--- config.mk ---
export PLATFORM = sky130hd
export DESIGN_NAME = ssd_scan_ctrl
export DESIGN_NICKNAME = d
export VERILOG_FILES = /design/src/rtl/ssd_pkg.sv /design/src/rtl/ssd_slot_timer.sv /design/src/rtl/ssd_scan_ctrl.sv
export SDC_FILE = /design/constraint.sdc
export NUM_CORES = 1
export LEC_CHECK = 0
export ABC_AREA = 1
export BUFFER_PORTS_ARGS = -buffer_cell sky130_fd_sc_hd__clkbuf_2
export CAP_MARGIN = 20
export CORE_MARGIN = 8
export CORE_UTILIZATION = 60
export CTS_CLUSTER_SIZE = 8
export DETAILED_ROUTE_END_ITERATION = 10
export MAX_ROUTING_LAYER = met4
export PLACE_DENSITY = 0.81
export REMOVE_ABC_BUFFERS = 1
export SLEW_MARGIN = 10
export SYNTH_ARGS = -nofsm -noshare
export SYNTH_HDL_FRONTEND = slang
export SYNTH_HIERARCHICAL = 1
export SYNTH_SLANG_ARGS = --single-unit
--- constraint.sdc ---
create_clock -name clk -period 3.7 [get_ports clk]
set_clock_uncertainty 0.2 [all_clocks]
set_input_delay 0.555 -clock clk [delete_from_list [all_inputs] [get_ports clk]]
set_output_delay 0.555 -clock clk [all_outputs]
set_load 0.01 [all_outputs]
--- src/rtl/ssd_pkg.sv ---
// Shared constants for the seven-segment display path.
// The decoder and the scan controller use the same pattern table.
// Pattern bit order is bit6 = segment A ... bit0 = segment G, active-high.
package ssd_pkg;

    // Number of digits on the board and the slot index of each digit.
    localparam int NUM_DIGITS = 6;
    localparam int DIGIT_HR0  = 0;
    localparam int DIGIT_HR1  = 1;
    localparam int DIGIT_MIN0 = 2;
    localparam int DIGIT_MIN1 = 3;
    localparam int DIGIT_SEC0 = 4;
    localparam int DIGIT_SEC1 = 5;

    // All segments dark (active-high pattern).
    localparam logic [6:0] SEG_OFF = 7'h00;

    // Decimal digit patterns, identical to the decoder's table.
    localparam logic [6:0] SEG_DIGIT [0:9] = '{
        7'b1111110,   // 0
        7'b0110000,   // 1
        7'b1101101,   // 2
        7'b1111001,   // 3
        7'b0110011,   // 4
        7'b1011011,   // 5
        7'b1011111,   // 6
        7'b1110000,   // 7
        7'b1111111,   // 8
        7'b1111011    // 9
    };

    // Scan phase inside one digit slot.
    typedef enum logic {
        ST_BLANK = 1'b0,  // all anodes off, lets the cathodes settle
        ST_DRIVE = 1'b1   // cathodes show the digit, anode PWM active
    } scan_state_t;

    // Anode on-time inside the drive window for a brightness level.
    // Eighths of the drive window: level 7 is full drive, level 0 is one eighth.
    function automatic logic [31:0] calc_on_cycles(
        input int unsigned slot_cycles,
        input int unsigned blank_cycles,
        input logic [2:0]  bright
    );
        logic [31:0] window;
        window = slot_cycles - blank_cycles;
        return (window * (32'(bright) + 32'd1)) >> 3;
    endfunction

endpackage

--- src/rtl/ssd_slot_timer.sv ---
// Slot and digit counters for the display scan.
// slot_cnt counts clk cycles inside one digit slot; idx selects the digit.
// All outputs are decoded combinationally from the two counters.
module ssd_slot_timer
    import ssd_pkg::*;
#(
    parameter int SLOT_CYCLES  = 100000,
    parameter int BLANK_CYCLES = 1000,
    parameter int CNT_W        = (SLOT_CYCLES > 1) ? $clog2(SLOT_CYCLES) : 1,
    parameter int IDX_W        = $clog2(NUM_DIGITS)
)(
    input  logic             clk,
    input  logic             rst,
    output logic [CNT_W-1:0] o_slot_cnt,
    output logic [IDX_W-1:0] o_idx,
    output logic             o_slot_start,
    output logic             o_slot_end,
    output logic             o_frame_start,
    output logic             o_in_drive
);

    logic [CNT_W-1:0] r_slot_cnt;
    logic [IDX_W-1:0] r_idx;
    logic             w_slot_end;
    logic             w_idx_last;

    assign w_slot_end = (r_slot_cnt == CNT_W'(SLOT_CYCLES - 1));
    assign w_idx_last = (r_idx == IDX_W'(NUM_DIGITS - 1));

    // Cycle counter inside a slot, wraps at the end of every slot.
    // NOTE: sequential state is always written with non-blocking assignments so
    // every flop samples the pre-edge value of every other flop.
    always_ff @(posedge clk or posedge rst) begin
        if (rst) begin
            r_slot_cnt <= '0;
        end else if (w_slot_end) begin
            r_slot_cnt <= '0;
        end else begin
            r_slot_cnt <= r_slot_cnt + CNT_W'(1);
        end
    end

    // Digit index, advances once per slot and wraps after the last digit.
    always_ff @(posedge clk or posedge rst) begin
        if (rst) begin
            r_idx <= '0;
        end else if (w_slot_end) begin
            r_idx <= w_idx_last ? '0 : r_idx + IDX_W'(1);
        end
    end

    assign o_slot_cnt    = r_slot_cnt;
    assign o_idx         = r_idx;
    assign o_slot_start  = (r_slot_cnt == '0);
    assign o_slot_end    = w_slot_end;
    assign o_frame_start = (r_slot_cnt == '0) && (r_idx == '0);
    assign o_in_drive    = (32'(r_slot_cnt) >= 32'(BLANK_CYCLES));

endmodule

--- src/rtl/ssd_scan_ctrl.sv ---
// Six-digit seven-segment scan controller.
// Multiplexes the clock's digit patterns onto one cathode bus with per-slot
// blank time, PWM brightness, hours-tens leading-zero blanking and a PM dot.
// Inputs are captured once per frame so a mid-frame update never tears.
// All pin outputs come straight from flops that share one edge, so the anode
// and cathode buses always switch together. BLANK_CYCLES must be at least 1.
module ssd_scan_ctrl
    import ssd_pkg::*;
#(
    parameter int SLOT_CYCLES  = 100000,
    parameter int BLANK_CYCLES = 1000
)(
    input  logic       clk,
    input  logic       rst,
    input  logic [6:0] hr0,
    input  logic [6:0] hr1,
    input  logic [6:0] min0,
    input  logic [6:0] min1,
    input  logic [6:0] sec0,
    input  logic [6:0] sec1,
    input  logic       pmlight,
    input  logic       lzb,
    input  logic [2:0] bright,
    output logic [6:0] seg_n,
    output logic       dp_n,
    output logic [5:0] an_n,
    output logic       frame_start
);

    localparam int CNT_W = (SLOT_CYCLES > 1) ? $clog2(SLOT_CYCLES) : 1;
    localparam int IDX_W = $clog2(NUM_DIGITS);

    // Slot timing.
    logic [CNT_W-1:0] w_slot_cnt;
    logic [IDX_W-1:0] w_idx;
    logic             w_slot_start;
    logic             w_slot_end;
    logic             w_frame_start;
    logic             w_in_drive;

    // Frame snapshot.
    logic [6:0]       r_snap [0:NUM_DIGITS-1];
    logic             r_snap_pm;
    logic             r_snap_lzb;

    // Brightness.
    logic [31:0]      r_on_cycles;
    logic [31:0]      w_drive_off;
    logic             w_blank_last;
    logic             w_hide_hr0;
    logic             w_anode_on;

    // FSM and output stage.
    scan_state_t      r_state;
    scan_state_t      w_next_state;
    logic [6:0]       w_seg_n_d;
    logic             w_dp_n_d;
    logic [5:0]       w_an_n_d;
    logic [6:0]       r_seg_n;
    logic             r_dp_n;
    logic [5:0]       r_an_n;
    logic             r_frame_start;

    ssd_slot_timer #(
        .SLOT_CYCLES  (SLOT_CYCLES),
        .BLANK_CYCLES (BLANK_CYCLES),
        .CNT_W        (CNT_W),
        .IDX_W        (IDX_W)
    ) u_slot_timer (
        .clk           (clk),
        .rst           (rst),
        .o_slot_cnt    (w_slot_cnt),
        .o_idx         (w_idx),
        .o_slot_start  (w_slot_start),
        .o_slot_end    (w_slot_end),
        .o_frame_start (w_frame_start),
        .o_in_drive    (w_in_drive)
    );

    // Capture all digit inputs once per frame so the display never tears.
    // NOTE: the snapshot array is reset element by element; it is only six
    // small registers, and a known value keeps the first frame deterministic.
    always_ff @(posedge clk or posedge rst) begin
        if (rst) begin
            for (int i = 0; i < NUM_DIGITS; i++) begin
                r_snap[i] <= SEG_OFF;
            end
            r_snap_pm  <= 1'b0;
            r_snap_lzb <= 1'b0;
        end else if (w_frame_start) begin
            r_snap[DIGIT_HR0]  <= hr0;
            r_snap[DIGIT_HR1]  <= hr1;
            r_snap[DIGIT_MIN0] <= min0;
            r_snap[DIGIT_MIN1] <= min1;
            r_snap[DIGIT_SEC0] <= sec0;
            r_snap[DIGIT_SEC1] <= sec1;
            r_snap_pm          <= pmlight;
            r_snap_lzb         <= lzb;
        end
    end

    // Latch the anode on-time at each slot start; mid-slot changes wait a slot.
    always_ff @(posedge clk or posedge rst) begin
        if (rst) begin
            r_on_cycles <= '0;
        end else if (w_slot_start) begin
            r_on_cycles <= calc_on_cycles(SLOT_CYCLES, BLANK_CYCLES, bright);
        end
    end

    // Offset into the drive window; forced to zero during blank so it never wraps.
    assign w_drive_off  = w_in_drive ? (32'(w_slot_cnt) - 32'(BLANK_CYCLES)) : 32'd0;
    assign w_blank_last = ((32'(w_slot_cnt) + 32'd1) == 32'(BLANK_CYCLES));
    assign w_hide_hr0   = r_snap_lzb
                        && (r_snap[DIGIT_HR0] == SEG_DIGIT[0])
                        && (w_idx == IDX_W'(DIGIT_HR0));
    assign w_anode_on   = (w_drive_off < r_on_cycles) && !w_hide_hr0;

    // FSM state register: phase of the current slot_cnt.
    always_ff @(posedge clk or posedge rst) begin
        if (rst) begin
            r_state <= ST_BLANK;
        end else begin
            r_state <= w_next_state;
        end
    end

    // FSM next state: leave blank after its last cycle, return at slot end.
    // NOTE: every signal driven from always_comb gets a default first, so no
    // path through the block can leave it unassigned and infer a latch.
    always_comb begin
        w_next_state = r_state;
        unique case (r_state)
            ST_BLANK: if (w_blank_last) w_next_state = ST_DRIVE;
            ST_DRIVE: if (w_slot_end)   w_next_state = ST_BLANK;
            default:  w_next_state = ST_BLANK;
        endcase
    end

    // FSM outputs: dark bus in blank, digit value plus gated anode in drive.
    always_comb begin
        w_seg_n_d = ~SEG_OFF;
        w_dp_n_d  = 1'b1;
        w_an_n_d  = 6'h3F;
        unique case (r_state)
            ST_BLANK: begin
                w_seg_n_d = ~SEG_OFF;
            end
            ST_DRIVE: begin
                w_seg_n_d = ~r_snap[w_idx];
                w_dp_n_d  = ~(r_snap_pm && (w_idx == IDX_W'(DIGIT_SEC1)));
                if (w_anode_on) begin
                    w_an_n_d = ~(6'd1 << w_idx);
                end
            end
            default: begin
                w_seg_n_d = ~SEG_OFF;
            end
        endcase
    end

    // Output flops: cathodes, dot, anodes and frame pulse switch on one edge.
    always_ff @(posedge clk or posedge rst) begin
        if (rst) begin
            r_seg_n       <= ~SEG_OFF;
            r_dp_n        <= 1'b1;
            r_an_n        <= 6'h3F;
            r_frame_start <= 1'b0;
        end else begin
            r_seg_n       <= w_seg_n_d;
            r_dp_n        <= w_dp_n_d;
            r_an_n        <= w_an_n_d;
            r_frame_start <= w_frame_start;
        end
    end

    assign seg_n       = r_seg_n;
    assign dp_n        = r_dp_n;
    assign an_n        = r_an_n;
    assign frame_start = r_frame_start;

endmodule
==> flow_metrics.py <==
metrics = {
    "outcome": {
        "status": "finished, final reports clean",
    },
    "clocking": {
        "cts_setup_buffers": 0,
        "htreeDepth": 3,
        "clockRootBuffer": "clkbuf_8",
        "cts_tree": "built",
        "clk_latency_ns": 0.37,
        "cts.clk_slew.worst_paths_ns": 0.10,
        "numClockSinks": 95,
        "ctsResizeCount": 0,
        "ctsHoldBuffers": 0,
        "numCtsBuffers": 9,
        "clock_path_buffers": 2,
    },
    "yosys": {
        "syn_inst": 746,
        "synthTopCellsByArea": "dfrtp_1 (34%), nand2_1 (9.8%), ha_1 (8.9%)",
        "synth_edf_count": 0,
        "yosysSeqAreaShare_pct": 40.6,
        "synth_area_mm2": 0.00590,
        "synth_largest_area_cell": "dfrtp_1",
        "async_flop_share_pct": 100,
        "synthFlopType": "dfrtp_1",
        "synth_common_cells": "nand2_1 (154), inv_1 (131), dfrtp_1 (81)",
        "yosys_register_bits": 95,
        "synth_cell_types": 44,
        "yosysMostFrequentCell": "nand2_1",
        "syn_area_per_cell_um2": 7.91,
        "synthDominantCellAreaShare_pct": 34.3,
        "ys.warnings.count": 6,
    },
    "setup_path": {
        "r2r-start": "u_slot_timer/o_slot_cnt[6]",
        "cp-endpoint": "r_on_cycles[9]",
        "path_cells": "clkbuf_2, ha_1, xnor2_1, inv_1, ha_1, inv_1, fa_1, inv_1, ha_1, a21oi_1, nand2_1, nand4_1, nand2_1, or2_2, nand3_1, o21ai_0",
        "cp-start-kind": "input port",
        "crit_type": "input port to register",
        "setup.worst_path.end_class": "register",
        "critPathTopFamily": "adder cells",
        "ff2ff_path_depth": 14,
        "crit_buf_inv": 4,
        "ff2ff_setup_slack_ns": 0.60,
        "cp_slowest_stage_delay_ns": 0.51,
        "startpoint": "bright[0]",
        "worstPathArrival_ns": 3.38,
        "required_ns": 3.74,
        "cp_max_fo": 5,
        "worst-path-stages": 16,
        "slowest_stage": "fa_1",
        "r2r_end": "an_n[5]",
    },
    "sta": {
        "setup_viol": 0,
        "drv_slew": 0,
        "relSlewSlack_pct": 38.7,
        "tightestPinTransition_ns": 0.919,
        "rsz0062_at_grt": "false",
        "final_hold_viol_count": 0,
        "fmax_ghz": 0.299,
        "finalCritPeriodShare_pct": 90.3,
        "finalCriticalPeriod_ns": 3.34,
    },
    "global_route": {
        "antenna_found_initial": 0,
        "grt_usage_pct": 22.5,
        "grt_pass1_wl_um": 23400,
        "overflow": 0,
        "grt_pass1_vias": 5105,
        "grt_max_degree": 76,
    },
    "routing": {
        "vias_per_cell": 5.33,
        "drc": 0,
        "dr.pass1.iters": 5,
        "vias": 5074,
        "wirelength_um": 13600,
        "initialDrtViolationCount": 442,
        "wl_per_cell_um": 14.3,
        "ant_nets": 0,
    },
    "floorplan": {
        "core_mm2": 0.00968,
        "num_io_pins": 64,
        "die_w_um": 115,
        "fp.dieArea_mm2": 0.0133,
        "die_height_um": 115,
        "rows": 36,
        "start_util_pct": 61.0,
    },
    "worst_hold_path": {
        "holdCritPathClass": "input port to async pin",
    },
    "flow_run": {
        "maxCapViolations": 0,
    },
    "power": {
        "vdd_ir_drop_max_mv": 0.253,
        "p_leak_uw": 0.00338,
        "pwr_density_cell_mw_per_mm2": 330,
    },
    "final_layout": {
        "drive_gt1_share_pct": 18.7,
        "nNetsFinal": 909,
        "fin_util_pct": 68.3,
        "instances_no_fill": 952,
        "fillers": 806,
        "antenna_cells": 0,
        "syn_to_final_growth_pct": 12.1,
    },
    "place": {
        "gp_congestion": 0.939,
        "port_buffers": 63,
        "dp_hpwl_um": 10300,
        "place_inst": 936,
    },
}
cells by family (layout without fill, tap and decap cells):
kind of cell | count (synthesis) | after routing | synth area share, %
muxes | 5 | 5 | 0.954
buffers and inverters | 150 | 223 | 9.58
AOI/OAI and AO/OA | 128 | 128 | 12.3
xor gates and xnor gates | 13 | 13 | 1.93
DFF | 95 | 95 | 40.6
and+or+nand+nor | 309 | 309 | 24.5
adders and majority gates | 46 | 46 | 10.3
layer usage:
| layer | global-route usage (%) | wire (um) |
|---|---|---|
| met5 | - | 0 |
| met4 | 5.69 | 174 |
| met3 | 5.09 | 818 |
| met2 | 37.8 | 6620 |
| met1 | 26.8 | 6020 |
sequential cells by signal, summed over array words and instances (netlist names):
signal	count
r_snap_lzb	1
r_snap	42
frame_start	1
r_state	1
dp_n	1
r_snap_pm	1
an_n	6
u_slot_timer/o_slot_cnt	17
u_slot_timer/o_idx	3
seg_n	7
r_on_cycles	15
report_power, final:
group / total (uW) / switching [uW] / leakage (uW) / internal (uW)
Clock: 729 / 390 / 0.000101 / 339
Sequential: 1130 / 21.6 / 0.00113 / 1100
Combinational: 328 / 197 / 0.00214 / 131
Total: 2180 / 609 / 0.00338 / 1570
through the flow:
step / total power, uW / instance area [um^2] / setup TNS, ns / setup slack [ns] / hold slack [ns]
2_1_floorplan: 1370 / 5850 / -10.60 / -0.290 / 0.172
3_3_place_gp: 1460 / 6410 / 0 / 0.0473 / 0.182
3_5_place_dp: 1480 / 6410 / -0.0132 / -0.0132 / 0.194
4_1_cts: 2200 / 6620 / 0 / 0.374 / 0.142
5_1_grt: 2310 / 6620 / 0 / 0.142 / 0.163
6_report: 2180 / 6620 / 0 / 0.360 / 0.121
layout make-up:
class	instances	area [um^2]	area share, %
clock inverter	5	63.8	0.964
timing repair buffer	71	388	5.86
sequential	95	2390	36.2
clock buffer	11	141	2.14
multi-input combinational	501	2950	44.6
inverter	136	512	7.73
tap	133	166	2.52
how the worst min path moves through the flow:
stage / start / cells past startpoint / slack [ns] / to
after floorplan: r_snap_pm / 1 / 0.17 / dp_n
after global placement: r_snap_pm / 1 / 0.18 / dp_n
after detailed placement: r_snap_pm / 1 / 0.19 / dp_n
after CTS: rst / 2 / 0.14 / u_slot_timer/o_slot_cnt[12]
after global routing: sec0[5] / 3 / 0.16 / r_snap[12]
final: rst / 2 / 0.12 / u_slot_timer/o_slot_cnt[16]
placed cells by master, fill, tap and decap left out, types with 2 or more instances in the layout:
cell / count
nand2_1: 154
inv_1: 130
dfrtp_1: 81
o21ai_0: 69
nor2_1: 63
clkbuf_2: 63
ha_1: 42
nand3_1: 29
a21oi_1: 25
nand4_1: 15
o22ai_1: 14
dfstp_2: 14
nor2_2: 11
clkbuf_8: 10
xor2_1: 8
nor2_4: 8
buf_4: 7
nor3_1: 6
nand3_2: 6
xnor2_1: 5
mux2_2: 5
o221ai_1: 5
nand2_2: 5
inv_2: 5
fa_1: 4
or2_2: 3
inv_6: 3
a22oi_1: 2
a221oi_1: 2
nand2_4: 2
nor3_2: 2
a211oi_1: 2
a31oi_1: 2
nand3_4: 2
No activity file was read; power rests on OpenSTA's default activity.
